[src/rtl/lcd_scan_scheduler_if.sv]
// Pixel-source handshake between the LCD scan scheduler (master) and its two sources.
interface lcd_scan_scheduler_if;
    logic        src0_req;
    logic [15:0] src0_data;
    logic        src0_valid;
    logic        src1_req;
    logic [15:0] src1_data;
    logic        src1_valid;
    logic [10:0] pix_x;
    logic [9:0]  pix_y;

    modport master (
        output src0_req, src1_req, pix_x, pix_y,
        input  src0_data, src0_valid, src1_data, src1_valid
    );

    modport slave (
        input  src0_req, src1_req, pix_x, pix_y,
        output src0_data, src0_valid, src1_data, src1_valid
    );
endinterface

[src/rtl/lcd_scan_scheduler.sv]
// Scan timing generator and two-source pixel arbiter for an RGB565 LCD panel.
// Start, stop and source changes only take effect on frame boundaries.
module lcd_scan_scheduler #(
    parameter int H_BP  = 182,
    parameter int H_ACT = 800,
    parameter int H_FP  = 210,
    parameter int H_PW  = 1,
    parameter int V_BP  = 0,
    parameter int V_ACT = 480,
    parameter int V_FP  = 45,
    parameter int V_PW  = 5
) (
    input  logic                        PixelClk,
    input  logic                        nRST,
    input  logic                        enable,
    input  logic                        src_sel,
    input  logic                        underflow_clr,
    lcd_scan_scheduler_if.master        src,
    output logic                        frame_start,
    output logic                        busy,
    output logic                        underflow,
    output logic                        LCD_DE,
    output logic                        LCD_HS,
    output logic                        LCD_VS,
    output logic [4:0]                  LCD_R,
    output logic [5:0]                  LCD_G,
    output logic [4:0]                  LCD_B
);
    localparam int H_TOTAL = H_BP + H_ACT + H_FP;
    localparam int V_TOTAL = V_BP + V_ACT + V_FP;

    localparam logic [10:0] H_LAST_C = 11'(H_TOTAL - 1);
    localparam logic [10:0] H_BP_C   = 11'(H_BP);
    localparam logic [10:0] H_ACT_C  = 11'(H_ACT);
    localparam logic [10:0] H_PW_C   = 11'(H_PW);
    localparam logic [9:0]  V_LAST_C = 10'(V_TOTAL - 1);
    localparam logic [9:0]  V_BP_C   = 10'(V_BP);
    localparam logic [9:0]  V_ACT_C  = 10'(V_ACT);
    localparam logic [9:0]  V_PW_C   = 10'(V_PW);

    typedef enum logic [1:0] {
        ST_IDLE      = 2'd0,
        ST_RUN       = 2'd1,
        ST_STOP_PEND = 2'd2
    } state_t;

    state_t      state_r;
    state_t      state_nxt_s;
    logic [10:0] h_cnt_r;
    logic [10:0] h_off_s;
    logic [9:0]  v_cnt_r;
    logic [9:0]  v_off_s;
    logic        sel_r;
    logic        busy_s;
    logic        last_clk_s;
    logic        active_s;
    logic        frame_begin_s;
    logic        req0_s;
    logic        req1_s;
    logic        miss_s;
    logic [15:0] pix_s;
    logic        underflow_r;
    logic        de_r;
    logic        hs_r;
    logic        vs_r;
    logic [15:0] rgb_r;

    assign busy_s     = (state_r != ST_IDLE);
    assign last_clk_s = (h_cnt_r == H_LAST_C) && (v_cnt_r == V_LAST_C);

    // Offsets wrap to large values inside the back porch, so one compare checks both bounds.
    assign h_off_s  = h_cnt_r - H_BP_C;
    assign v_off_s  = v_cnt_r - V_BP_C;
    assign active_s = busy_s && (h_off_s < H_ACT_C) && (v_off_s < V_ACT_C);

    assign req0_s = active_s && !sel_r;
    assign req1_s = active_s && sel_r;
    assign miss_s = (req0_s && !src.src0_valid) || (req1_s && !src.src1_valid);

    assign frame_begin_s = ((state_r == ST_IDLE) && enable) ||
                           (busy_s && last_clk_s && (state_nxt_s != ST_IDLE));

    assign src.src0_req = req0_s;
    assign src.src1_req = req1_s;
    assign src.pix_x    = active_s ? h_off_s : 11'd0;
    assign src.pix_y    = active_s ? v_off_s : 10'd0;
    assign frame_start  = busy_s && (h_cnt_r == 11'd0) && (v_cnt_r == 10'd0);
    assign busy         = busy_s;
    assign underflow    = underflow_r;
    assign LCD_DE       = de_r;
    assign LCD_HS       = hs_r;
    assign LCD_VS       = vs_r;
    assign LCD_R        = rgb_r[15:11];
    assign LCD_G        = rgb_r[10:5];
    assign LCD_B        = rgb_r[4:0];

    // Next scan state: a pending stop may be cancelled until the last clock of the frame.
    always_comb begin
        state_nxt_s = state_r;
        case (state_r)
            ST_IDLE: begin
                if (enable) state_nxt_s = ST_RUN;
                else        state_nxt_s = ST_IDLE;
            end
            ST_RUN: begin
                if (!enable) state_nxt_s = ST_STOP_PEND;
                else         state_nxt_s = ST_RUN;
            end
            ST_STOP_PEND: begin
                if (enable)          state_nxt_s = ST_RUN;
                else if (last_clk_s) state_nxt_s = ST_IDLE;
                else                 state_nxt_s = ST_STOP_PEND;
            end
            default: state_nxt_s = ST_IDLE;
        endcase
    end

    // Pixel for the pins: the selected source's data when it is served, black otherwise.
    always_comb begin
        pix_s = 16'h0000;
        if (req0_s && src.src0_valid)      pix_s = src.src0_data;
        else if (req1_s && src.src1_valid) pix_s = src.src1_data;
        else                               pix_s = 16'h0000;
    end

    // Scan state, timing counters and per-frame source selection.
    always_ff @(posedge PixelClk or negedge nRST) begin
        if (!nRST) begin
            state_r <= ST_IDLE;
            h_cnt_r <= 11'd0;
            v_cnt_r <= 10'd0;
            sel_r   <= 1'b0;
        end else begin
            state_r <= state_nxt_s;
            if (frame_begin_s) sel_r <= src_sel;
            if (!busy_s || (state_nxt_s == ST_IDLE)) begin
                h_cnt_r <= 11'd0;
                v_cnt_r <= 10'd0;
            end else if (h_cnt_r == H_LAST_C) begin
                h_cnt_r <= 11'd0;
                v_cnt_r <= (v_cnt_r == V_LAST_C) ? 10'd0 : v_cnt_r + 10'd1;
            end else begin
                h_cnt_r <= h_cnt_r + 11'd1;
            end
        end
    end

    // Panel pins and the sticky underflow flag, one clock behind the counters.
    always_ff @(posedge PixelClk or negedge nRST) begin
        if (!nRST) begin
            de_r        <= 1'b0;
            hs_r        <= 1'b1;
            vs_r        <= 1'b1;
            rgb_r       <= 16'h0000;
            underflow_r <= 1'b0;
        end else begin
            de_r  <= active_s;
            hs_r  <= busy_s ? (h_cnt_r >= H_PW_C) : 1'b1;
            vs_r  <= busy_s ? (v_cnt_r >= V_PW_C) : 1'b1;
            rgb_r <= pix_s;
            if (miss_s)             underflow_r <= 1'b1;
            else if (underflow_clr) underflow_r <= 1'b0;
        end
    end
endmodule

[src/flat_wrapper.sv]
// flat-port wrapper written by rule: the top's interface ports become plain ports
module lcd_scan_scheduler_flat 
#(
    parameter int H_BP  = 182,
    parameter int H_ACT = 800,
    parameter int H_FP  = 210,
    parameter int H_PW  = 1,
    parameter int V_BP  = 0,
    parameter int V_ACT = 480,
    parameter int V_FP  = 45,
    parameter int V_PW  = 5
)
  (PixelClk, nRST, enable, src_sel, underflow_clr, frame_start, busy, underflow, LCD_DE, LCD_HS, LCD_VS, LCD_R, LCD_G, LCD_B, src_src0_req, src_src1_req, src_pix_x, src_pix_y, src_src0_data, src_src0_valid, src_src1_data, src_src1_valid);
  lcd_scan_scheduler_if src_i ();
  input  logic PixelClk;
  input  logic nRST;
  input  logic enable;
  input  logic src_sel;
  input  logic underflow_clr;
  output logic frame_start;
  output logic busy;
  output logic underflow;
  output logic LCD_DE;
  output logic LCD_HS;
  output logic LCD_VS;
  output logic [4:0] LCD_R;
  output logic [5:0] LCD_G;
  output logic [4:0] LCD_B;
  output wire logic [$bits(src_i.src0_req)-1:0] src_src0_req;
  output wire logic [$bits(src_i.src1_req)-1:0] src_src1_req;
  output wire logic [$bits(src_i.pix_x)-1:0] src_pix_x;
  output wire logic [$bits(src_i.pix_y)-1:0] src_pix_y;
  input wire logic [$bits(src_i.src0_data)-1:0] src_src0_data;
  input wire logic [$bits(src_i.src0_valid)-1:0] src_src0_valid;
  input wire logic [$bits(src_i.src1_data)-1:0] src_src1_data;
  input wire logic [$bits(src_i.src1_valid)-1:0] src_src1_valid;
  assign src_src0_req = src_i.src0_req;
  assign src_src1_req = src_i.src1_req;
  assign src_pix_x = src_i.pix_x;
  assign src_pix_y = src_i.pix_y;
  assign src_i.src0_data = src_src0_data;
  assign src_i.src0_valid = src_src0_valid;
  assign src_i.src1_data = src_src1_data;
  assign src_i.src1_valid = src_src1_valid;
  lcd_scan_scheduler #(.H_BP(H_BP), .H_ACT(H_ACT), .H_FP(H_FP), .H_PW(H_PW), .V_BP(V_BP), .V_ACT(V_ACT), .V_FP(V_FP), .V_PW(V_PW)) u_core (.PixelClk(PixelClk), .nRST(nRST), .enable(enable), .src_sel(src_sel), .underflow_clr(underflow_clr), .src(src_i), .frame_start(frame_start), .busy(busy), .underflow(underflow), .LCD_DE(LCD_DE), .LCD_HS(LCD_HS), .LCD_VS(LCD_VS), .LCD_R(LCD_R), .LCD_G(LCD_G), .LCD_B(LCD_B));
endmodule
[config.mk]
export PLATFORM = sky130hd
export DESIGN_NAME = lcd_scan_scheduler_flat
export DESIGN_NICKNAME = d
export VERILOG_FILES = /design/src/rtl/lcd_scan_scheduler_if.sv /design/src/rtl/lcd_scan_scheduler.sv /design/src/flat_wrapper.sv
export SDC_FILE = /design/constraint.sdc
export NUM_CORES = 1
export LEC_CHECK = 0
export ABC_CLOCK_PERIOD_IN_PS = 2520
export BUFFER_PORTS_ARGS = -buffer_cell sky130_fd_sc_hd__buf_2
export CORE_ASPECT_RATIO = 1.75
export CORE_MARGIN = 8
export CORE_UTILIZATION = 45
export CTS_CLUSTER_SIZE = 25
export DETAILED_ROUTE_END_ITERATION = 6
export PLACE_DENSITY = 0.8
export SYNTH_ARGS = -nofsm -noshare
export SYNTH_HDL_FRONTEND = slang
export SYNTH_SLANG_ARGS = --single-unit
[constraint.sdc]
create_clock -name PixelClk -period 2.52 [get_ports PixelClk]
set_input_delay 0.126 -clock PixelClk [delete_from_list [all_inputs] [get_ports PixelClk]]
set_output_delay 0.126 -clock PixelClk [all_outputs]
set_load 0.005 [all_outputs]
Yosys cells after proc, flatten, opt, wreduce, memory -nomap -nowiden
Cells that the tools add are included.
{ "word_totals": {"reg_bits": 44, "in_bits": 39} }
{ "op_classes": {"n_addsub": 3, "n_lt_le_gt_ge": 4, "n_eq_ne": 4, "muxes": 18, "reduce_logical": 29} }
{ "op_table": {"columns": ["op", "count"], "rows": [
  ["two-way mux 10 bit", 4],
  ["two-way mux 11 bit", 3],
  ["two-way mux 16 bit", 2],
  ["logical AND 1 bit", 14],
  ["adder 11 x 1 -> 11 bit, second input constant", 1],
  ["== test 11 bit, second input constant", 1],
  [">= comparator 11 x 1 -> 1 bit, second input constant", 1],
  ["logical NOT 11 bit", 1],
  ["less-than comparator 11 x 10 -> 1 bit, second input constant", 1],
  ["subtractor 11 x 8 -> 11 bit, second input constant", 1],
  ["adder 10 x 1 -> 10 bit, second input constant", 1],
  ["== test 10 bit, second input constant", 1],
  [">= comparator 10 x 3 -> 1 bit, second input constant", 1],
  ["logical NOT 10 bit", 1],
  ["less-than comparator 10 x 9 -> 1 bit, second input constant", 1],
  ["nonzero test 2 bit", 4],
  ["two-way mux 2 bit", 3],
  ["case mux 2 bit (3 select lines)", 1],
  ["two-way mux 1 bit", 5],
  ["logical NOT 1 bit", 4],
  ["logical NOT 2 bit", 2],
  ["logical OR 1 bit", 3],
  ["== test 2 x 1 -> 1 bit, second input constant", 1],
  ["== test 2 bit, second input constant", 1]
]} }

Logic depth before layout (Yosys ltp)
Gate-level depths: netlist of the first run.
{ "depth": {"ltp_word": 8, "ltp_mapped": 9} }

Worst setup path after synthesis of the first run
No wires, ideal clock.
{ "synth_path": {"kind": "reg2out", "start": "register u_core.h_cnt_r[2]", "end": "output src_pix_x[3]", "arrival_time_ns": 2.091, "setup_slack_ns": 0.303, "stages_incl_launch_ff": 10, "path_cell_list": "dfrtp_1 > ha_1 > clkbuf_1 > o21ai_2 > or3b_1 > a32oi_1 > o311ai_1 > buf_2 > buf_2 > nor2_1"} }
{ "synth_between": {"elab_chain_cells": 5} }
{ "synth_lines": {"columns": ["item", "line", "source"], "rows": [
  ["start: declaration", "lcd_scan_scheduler.sv:49", "logic [10:0] h_cnt_r;"],
  ["start signal: assignment", "lcd_scan_scheduler.sv:143", "h_cnt_r <= h_cnt_r + 11'd1;"],
  ["subtractor 11 x 8 -> 11 bit *", "lcd_scan_scheduler.sv:72", "assign h_off_s = h_cnt_r - H_BP_C;"],
  ["less-than comparator 11 x 10 -> 1 bit", "lcd_scan_scheduler.sv:74", "assign active_s = busy_s && (h_off_s < H_ACT_C) && (v_off_s < V_ACT_C);"],
  ["logical AND 1 bit (2 in series)", "lcd_scan_scheduler.sv:74", null],
  ["two-way mux 11 bit *", "lcd_scan_scheduler.sv:85", "assign src.pix_x = active_s ? h_off_s : 11'd0;"],
  ["end: declaration", "flat_wrapper.sv:31", "output wire logic [$bits(src_i.pix_x)-1:0] src_pix_x;"]
]} }
Mark *: on every way between the ends. The rest lies on a longest branch, timed or not.

Worst setup path in the final report of the first run
{ "layout_path": {"start": "register u_core.h_cnt_r[2]", "end": "output src_pix_x[5]"} }
Same word-level chain as after synthesis.

==> results of run 1 <==
## power breakdown
group	switching, W	internal, W	leakage (nW)
clock	0.000260	0.000324	0.0614
sequential	0.0000256	0.000733	0.595
combinational	0.000152	0.000116	0.984
total	0.000438	0.00117	1.64
## metal layers
| layer | global-route usage (%) | vias to the layer above |
|---|---|---|
| met5 | 0 | - |
| met4 | 10.7 | 0 |
| met3 | 3.10 | 22 |
| met2 | 34.6 | 72 |
| met1 | 15.2 | 1146 |
| li1 | - | 1159 |
## layout by cell type (no fill, tap or decap), drive strengths merged, types with 6 or more instances in the layout
master / synthesis / routed
nor3: 14 / 14
a21oi: 7 / 7
nand2: 17 / 17
xnor2: 9 / 9
xor2: 10 / 10
buf: 12 / 97
a22oi: 16 / 16
ha: 10 / 10
inv: 19 / 19
o21ai: 8 / 8
nand4: 6 / 6
nand3: 8 / 8
dfrtp: 42 / 42
nor2: 57 / 57
clkbuf: 7 / 7
## layout make-up
class	count	share of cell area [%]
multi-input combinational	207	40.5
sequential	44	33.1
timing repair buffer	101	17.8
tap	76	2.84
clock buffer	6	2.47
inverter	19	2.13
clock inverter	2	1.16
## cells by family after synthesis
kind of cell | after synthesis | share of synthesized area [%]
mux | 1 | 0.435
flops | 44 | 42.6
buf+inv | 38 | 7.16
xor+xnor | 19 | 6.43
compound gates | 46 | 13.1
other cells | 1 | 0.145
simple gates | 128 | 24.8
fa+ha+maj | 11 | 5.27
## registers in the layout (all words and copies together) (netlist names)
register          count
u_core.LCD_VS         1
u_core.rgb_r         16
u_core.v_cnt_r       10
u_core.LCD_HS         1
u_core.underflow      1
u_core.h_cnt_r       11
u_core.sel_r          1
u_core.state_r        2
u_core.LCD_DE         1
## how the worst max path moves through the flow
stage / start / end / cells past startpoint
6_report: u_core.h_cnt_r[2] / src_pix_x[5] / 8
5_1_grt: u_core.h_cnt_r[1] / src_pix_y[1] / 8
4_1_cts: u_core.h_cnt_r[4] / src_pix_x[9] / 7
3_5_place_dp: u_core.h_cnt_r[1] / u_core.underflow / 7
3_3_place_gp: u_core.h_cnt_r[1] / u_core.underflow / 7
2_1_floorplan: u_core.h_cnt_r[2] / src_pix_x[3] / 9
## per-stage QoR
stage	setup slack [ps]	cell area (µm²)	util [%]	cells
after global placement	252	3080	55.1	436
after CTS	30.5	3270	58.6	451
final	76.1	3350	60.0	455
after floorplan	303	2590	-	289
after global routing	-5.99	3350	60.0	455
after detailed placement	112	3080	55.1	436
## what timing repair did
action / in CTS / in global routing
buffers inserted: 4 / 3
resized for setup: 3 / 9
cloned: 0 / 1
pin swaps: 3 / 4
hold buffers: 3 / 0
endpoints found under the setup margin: 20 / 21
endpoints found under the hold margin: 9 / 0
## worst max-delay path, stage by stage (launching register included)
cell                        delay (ps)
sky130_fd_sc_hd__dfrtp_1           430
sky130_fd_sc_hd__ha_4              190
sky130_fd_sc_hd__buf_4             130
sky130_fd_sc_hd__o2111ai_1         230
sky130_fd_sc_hd__a32oi_2           180
sky130_fd_sc_hd__o311ai_4          450
sky130_fd_sc_hd__buf_6             200
sky130_fd_sc_hd__nor2_1             60
sky130_fd_sc_hd__buf_2             130
==> metrics.txt, run 1 <==
# TYPE chip_impl_metric gauge
chip_impl_metric{name="synth_top_area_share",unit="%"} 40.6
chip_impl_metric{name="power.total",unit="W"} 0.00161
chip_impl_metric{name="floorplan.die.height",unit="µm"} 116
chip_impl_metric{name="clkSinkCount",unit=""} 44
chip_impl_metric{name="dpl.hpwl",unit="mm"} 5.37
chip_impl_metric{name="reg2regPathDepth",unit=""} 8
chip_impl_metric{name="met1_length",unit="mm"} 2.41
chip_impl_metric{name="routed_wire_length_per_instance",unit="µm"} 16.1
chip_impl_metric{name="final_layout_size_suffix_gt1_share",unit="%"} 34.6
chip_impl_info{name="worst-setup-path-type",value="register to output pin"} 1
chip_impl_metric{name="core-area",unit="µm²"} 5590
chip_impl_metric{name="fin_worst_hold_slack",unit="ps"} 61.9
chip_impl_info{name="synth.top_cells.by_area",value="sky130_fd_sc_hd__dfrtp_1, sky130_fd_sc_hd__nor2_1, sky130_fd_sc_hd__ha_1, sky130_fd_sc_hd__a22oi_1, sky130_fd_sc_hd__xor2_1"} 1
chip_impl_info{name="endpoint_kind",value="output pin"} 1
chip_impl_metric{name="worst_setup_hold_path_clk_slew",unit="ps"} 90
chip_impl_metric{name="ys.warnings.count",unit=""} 0
chip_impl_metric{name="antenna_violating_nets_post_route",unit=""} 0
chip_impl_metric{name="min_period_over_period",unit="%"} 97.0
chip_impl_metric{name="worstPathMaxFanout",unit=""} 10
chip_impl_metric{name="floorplan.die.width",unit="µm"} 73.3
chip_impl_metric{name="insertion_delay",unit="ps"} 310
chip_impl_metric{name="max_slew_margin",unit="%"} 35.5
chip_impl_info{name="yosys.cell_count.top_type",value="sky130_fd_sc_hd__nor2_1"} 1
chip_impl_metric{name="fillerInstances",unit=""} 513
chip_impl_info{name="worst_hold_startpoint",value="src_src0_data[13]"} 1
chip_impl_metric{name="grt_max_degree",unit=""} 45
chip_impl_metric{name="first_global_vias",unit=""} 2445
chip_impl_metric{name="std_cell_rows",unit=""} 36
chip_impl_metric{name="grt_use_total",unit="%"} 17.4
chip_impl_info{name="synth_area_leader_cell",value="sky130_fd_sc_hd__dfrtp_1"} 1
chip_impl_metric{name="power_density",unit="nW/µm²"} 481
chip_impl_metric{name="ys_seq_elements",unit=""} 44
chip_impl_metric{name="drtPass1Iterations",unit=""} 4
chip_impl_metric{name="met3_length",unit="µm"} 291
chip_impl_metric{name="worst_ep_required_time",unit="ps"} 2390
chip_impl_metric{name="sequential_fraction_of_the_synthesis_area",unit="%"} 42.6
chip_impl_metric{name="post_synthesis_cell_area",unit="µm²"} 2590
chip_impl_metric{name="area.growth.synth_to_final",unit="%"} 29.4
chip_impl_info{name="reg2reg_to",value="u_core.underflow"} 1
chip_impl_metric{name="boundaryPins",unit=""} 84
chip_impl_metric{name="place_congestion",unit=""} 0.896
chip_impl_metric{name="synth_enable_flop_cells",unit=""} 0
chip_impl_metric{name="period_needed",unit="ps"} 2440
chip_impl_metric{name="whs_path_depth",unit=""} 3
chip_impl_metric{name="footprint_of_the_multi_input_gates",unit="µm²"} 1360
chip_impl_metric{name="global_route.overflow_total",unit=""} 0
chip_impl_metric{name="synth.avg_cell_area",unit="µm²"} 8.98
chip_impl_info{name="hp-class",value="input pin to register"} 1
chip_impl_metric{name="cts_made_buffers",unit=""} 5
chip_impl_info{name="ctsRootBufferMaster",value="sky130_fd_sc_hd__clkbuf_8"} 1
chip_impl_info{name="ys_top_cells_by_count",value="sky130_fd_sc_hd__nor2_1, sky130_fd_sc_hd__dfrtp_1, sky130_fd_sc_hd__inv_1"} 1
chip_impl_metric{name="setup_viol",unit=""} 0
chip_impl_info{name="maxUsedRoutingLayer",value="met4"} 1
chip_impl_info{name="holdPathEnd",value="u_core.rgb_r[13]"} 1
chip_impl_metric{name="num_antenna_cells",unit=""} 0
chip_impl_metric{name="worst_setup_skew_after_layout",unit="ps"} 10.1
chip_impl_metric{name="number_of_antenna_violations_at_the_first_check_in_global_routing",unit=""} 0
chip_impl_metric{name="routed_via_density",unit=""} 5.27
chip_impl_info{name="worst_setup_path_start_kind",value="register"} 1
chip_impl_metric{name="max-cap-violations",unit=""} 0
chip_impl_metric{name="synth.distinct_cells",unit=""} 55
chip_impl_metric{name="timing.final.max_slew_violations",unit=""} 0
chip_impl_metric{name="port_buffers",unit=""} 81
chip_impl_metric{name="detailroute.wirelength.met2",unit="mm"} 4.36
chip_impl_metric{name="clock_tree.buffer_depth",unit=""} 2
chip_impl_metric{name="route.final.wire_length",unit="mm"} 7.33
chip_impl_metric{name="htree_levels",unit=""} 2
chip_impl_info{name="critical_path.reg2reg.startpoint",value="u_core.h_cnt_r[2]"} 1
chip_impl_metric{name="fmax",unit="MHz"} 409
chip_impl_metric{name="setup.reg_to_reg.worst_slack",unit="ps"} 250
chip_impl_metric{name="finalNetCount",unit=""} 427
chip_impl_metric{name="timing.setup.tns",unit="ps"} 0
chip_impl_metric{name="worst_endpoint_data_arrival_time",unit="ps"} 2320
chip_impl_metric{name="vdd_ir_drop_max",unit="mV"} 0.296
chip_impl_metric{name="synthArstFlopShare",unit="%"} 100
chip_impl_metric{name="starting_density",unit="%"} 46.3
chip_impl_metric{name="p_leak",unit="nW"} 1.64
chip_impl_metric{name="floorplan.die_area",unit="µm²"} 8530
chip_impl_metric{name="seq_area",unit="µm²"} 1110
chip_impl_metric{name="routed-via-count",unit=""} 2399
chip_impl_metric{name="drc",unit=""} 0
chip_impl_metric{name="finalHoldViolCount",unit=""} 0
chip_impl_metric{name="first_pass_grt_wire_length",unit="mm"} 11.4
chip_impl_metric{name="worst_pin_slew",unit="ps"} 968
chip_impl_metric{name="gate_count_after_technology_mapping",unit=""} 288
chip_impl_info{name="result_of_the_run",value="finished clean"} 1
chip_impl_info{name="tritoncts_clock_tree",value="done"} 1
chip_impl_metric{name="drt_iter0_markers",unit=""} 211
chip_impl_info{name="yosys_most_used_dff",value="sky130_fd_sc_hd__dfrtp_1"} 1
Note: power is estimated with default switching activity, not from simulation.
==> inputs of run 2 (changes only) <==
--- a/config.mk
+++ b/config.mk
@@ -13,5 +13,5 @@
 export CTS_CLUSTER_SIZE = 25
 export DETAILED_ROUTE_END_ITERATION = 6
-export PLACE_DENSITY = 0.8
+export PLACE_DENSITY = 0.68
 export SYNTH_ARGS = -nofsm -noshare
 export SYNTH_HDL_FRONTEND = slang
==> constraint.sdc (replaced) <==
create_clock -name PixelClk -period 2.52 [get_ports PixelClk]
set_input_delay 0.126 -clock PixelClk [delete_from_list [all_inputs] [get_ports PixelClk]]
set_output_delay 0.126 -clock PixelClk [all_outputs]
set_load 0.1 [all_outputs]
==> metrics.txt, run 2 (same netlist as run 1, synthesis figures left out) <==
# TYPE chip_impl_metric gauge
chip_impl_info{name="result_of_the_run",value="complete, but fails checks"} 1
chip_impl_info{name="failing_checks",value="negative setup slack"} 1
chip_impl_info{name="layout_commonest_cell",value="sky130_fd_sc_hd__buf_2"} 1
chip_impl_info{name="timing.critical_path.slowest_stage_cell",value="sky130_fd_sc_hd__dfrtp_1"} 1
chip_impl_info{name="rsz0062_at_grt",value="yes"} 1
chip_impl_metric{name="finalNetCount",unit=""} 435
chip_impl_metric{name="dpl.cell_count",unit=""} 442
chip_impl_metric{name="dpl.hpwl",unit="mm"} 5.76
chip_impl_metric{name="p_leak",unit="nW"} 1.77
chip_impl_info{name="critical-path-top-delay-family",value="compound AO/OA/AOI/OAI gates"} 1
chip_impl_metric{name="fmax",unit="MHz"} 377
chip_impl_metric{name="drc",unit=""} 0
chip_impl_metric{name="setup_ws",unit="ps"} -133
chip_impl_metric{name="core-area",unit="µm²"} 5590
chip_impl_metric{name="max_slew_margin",unit="%"} 52.2
chip_impl_metric{name="clock_tree.buffer_depth",unit=""} 2
chip_impl_metric{name="routed_wire_length_per_instance",unit="µm"} 17.2
chip_impl_metric{name="worstSetupPathDepth",unit=""} 9
chip_impl_info{name="worst_setup_path_start_kind",value="register"} 1
chip_impl_metric{name="worstPathMaxFanout",unit=""} 6
chip_impl_metric{name="timing.critical_path.buf_inv",unit=""} 3
chip_impl_metric{name="first_pass_grt_wire_length",unit="mm"} 12.9
chip_impl_metric{name="postLayoutCoreUtil",unit="%"} 71.0
chip_impl_metric{name="finalHoldViolCount",unit=""} 0
chip_impl_metric{name="worst_ep_required_time",unit="ps"} 2390
chip_impl_metric{name="whs_path_depth",unit=""} 2
chip_impl_metric{name="port_buffers",unit=""} 81
chip_impl_info{name="ctsRootBufferMaster",value="sky130_fd_sc_hd__clkbuf_8"} 1
chip_impl_info{name="crit_chain",value="ha_4 > o21ai_4 > or3b_4 > a32oi_4 > o311ai_4 > buf_12 > buf_16 > nor2_4 > buf_12"} 1
chip_impl_metric{name="floorplan.die.height",unit="µm"} 116
chip_impl_metric{name="timing.final.max_slew_violations",unit=""} 0
chip_impl_metric{name="route.final.wire_length",unit="mm"} 7.95
chip_impl_metric{name="clkSinkCount",unit=""} 44
chip_impl_metric{name="grt_use_total",unit="%"} 19.5
chip_impl_metric{name="htree_levels",unit=""} 2
chip_impl_metric{name="grt_max_degree",unit=""} 32
chip_impl_metric{name="place_congestion",unit=""} 0.923
chip_impl_metric{name="boundaryPins",unit=""} 84
chip_impl_info{name="most_frequent_cp_cell",value="sky130_fd_sc_hd__buf_12"} 1
chip_impl_metric{name="num_antenna_cells",unit=""} 0
chip_impl_metric{name="drtPass1Iterations",unit=""} 5
chip_impl_metric{name="reg2regPathDepth",unit=""} 9
chip_impl_metric{name="starting_density",unit="%"} 46.3
chip_impl_info{name="tritoncts_clock_tree",value="done"} 1
chip_impl_metric{name="setup_viol",unit=""} 21
chip_impl_metric{name="std_cell_rows",unit=""} 36
chip_impl_metric{name="floorplan.die.width",unit="µm"} 73.3
chip_impl_info{name="most-common-layout-cells",value="sky130_fd_sc_hd__buf_2, sky130_fd_sc_hd__dfrtp_1, sky130_fd_sc_hd__nor2_1, sky130_fd_sc_hd__buf_12, sky130_fd_sc_hd__buf_4"} 1
chip_impl_metric{name="cts_made_buffers",unit=""} 5
chip_impl_metric{name="power.total",unit="W"} 0.00174
chip_impl_metric{name="floorplan.die_area",unit="µm²"} 8530
chip_impl_metric{name="routed-via-count",unit=""} 2513
chip_impl_metric{name="drt_iter0_markers",unit=""} 135
chip_impl_metric{name="final_layout_size_suffix_gt1_share",unit="%"} 42.1
chip_impl_metric{name="worst_setup_skew_after_layout",unit="ps"} 11.6
chip_impl_metric{name="worst_pin_slew",unit="ps"} 717
chip_impl_metric{name="pre_cts_ws",unit="ps"} 158
chip_impl_metric{name="largest_register_ff_count",unit=""} 16
chip_impl_metric{name="worst_setup_hold_path_clk_slew",unit="ps"} 90
chip_impl_metric{name="critPathMaxStageDelay",unit="ps"} 430
chip_impl_metric{name="vdd_ir_drop_max",unit="mV"} 0.342
chip_impl_info{name="endpoint_kind",value="output pin"} 1
chip_impl_metric{name="max-cap-violations",unit=""} 0
chip_impl_metric{name="antenna_violating_nets_post_route",unit=""} 0
chip_impl_info{name="largest_register",value="u_core.rgb_r"} 1
chip_impl_metric{name="worst_endpoint_data_arrival_time",unit="ps"} 2530
chip_impl_metric{name="routed_via_density",unit=""} 5.43
chip_impl_metric{name="area.growth.synth_to_final",unit="%"} 53.2
chip_impl_info{name="hp-class",value="input pin to register"} 1
chip_impl_metric{name="insertion_delay",unit="ps"} 300
chip_impl_metric{name="fin_worst_hold_slack",unit="ps"} 11.0
chip_impl_info{name="worst-setup-path-type",value="register to output pin"} 1
chip_impl_metric{name="min_period_over_period",unit="%"} 105
chip_impl_metric{name="final_std_cells_w_o_fill",unit=""} 463
chip_impl_metric{name="period_needed",unit="ps"} 2650
chip_impl_info{name="reg_top3",value="u_core.rgb_r (16), u_core.h_cnt_r (11), u_core.v_cnt_r (10)"} 1
chip_impl_metric{name="power_density",unit="nW/µm²"} 439
chip_impl_metric{name="global_route.overflow_total",unit=""} 0
chip_impl_metric{name="number_of_antenna_violations_at_the_first_check_in_global_routing",unit=""} 0
chip_impl_metric{name="first_global_vias",unit=""} 2661
==> run 2: cell types whose count changed in the layout (fill, tap and decap cells not counted), sizes merged <==
cell,before,now
dlygate4sd3,3,1
buf,97,108
clkbuf,7,6
==> run 2: report_power, final <==
part	switching [W]	internal [W]	leakage, nW
combinational	0.000283	0.000122	1.11
sequential	0.0000228	0.000734	0.595
clock	0.000253	0.000324	0.0614
total	0.000559	0.00118	1.77
==> run 2: final timing paths <==
| path | endpoint | start | slack (ps) |
|---|---|---|---|
| worst min register to register | u_core.underflow | u_core.underflow | 570 |
| max in group asynchronous | u_core.rgb_r[3] | nRST | 1450 |
| worst min-delay path | u_core.underflow | underflow_clr | 10 |
| worst max-delay path | src_pix_x[7] | u_core.h_cnt_r[2] | -130 |
| min in group asynchronous | u_core.v_cnt_r[5] | nRST | 400 |
| worst max register to register | u_core.underflow | u_core.h_cnt_r[2] | 90 |
==> run 2: cell type report <==
cell class                      instances  area (µm²)
Fill cell                             436        1620
Tap cell                               76        95.1
Sequential cell                        44        1110
Timing Repair Buffer                  109        1020
Inverter                               19        71.3
Multi-Input combinational cell        207        1550
Clock buffer                            6        82.6
Clock inverter                          2        38.8
==> run 2: stage by stage <==
stage | setup TNS, ps | area, µm²
2_1_floorplan | -1200 | 2800
3_3_place_gp | 0 | 3610
3_5_place_dp | 0 | 3610
4_1_cts | -2340 | 3900
5_1_grt | -3800 | 3970
6_report | -2380 | 3970
==> run 2: layer usage <==
metal  up-vias  GRT usage [%]  part of all wire [%]
met5         -              0                     0
met4         0           9.80                   3.1
met3        24           4.30                   5.9
met2        99           37.4                    57
met1      1226           18.6                    34
li1       1164              -                     -
==> run 2: what timing repair did <==
| action | in CTS | in global routing |
|---|---|---|
| setup endpoints to repair | 21 | 21 |
| hold buffers | 1 | 0 |
| cloned | 2 | 0 |
| resized for setup | 9 | 8 |
| hold endpoints to repair | 28 | 0 |
| buffers inserted | 7 | 4 |
| pin swaps | 12 | 12 |
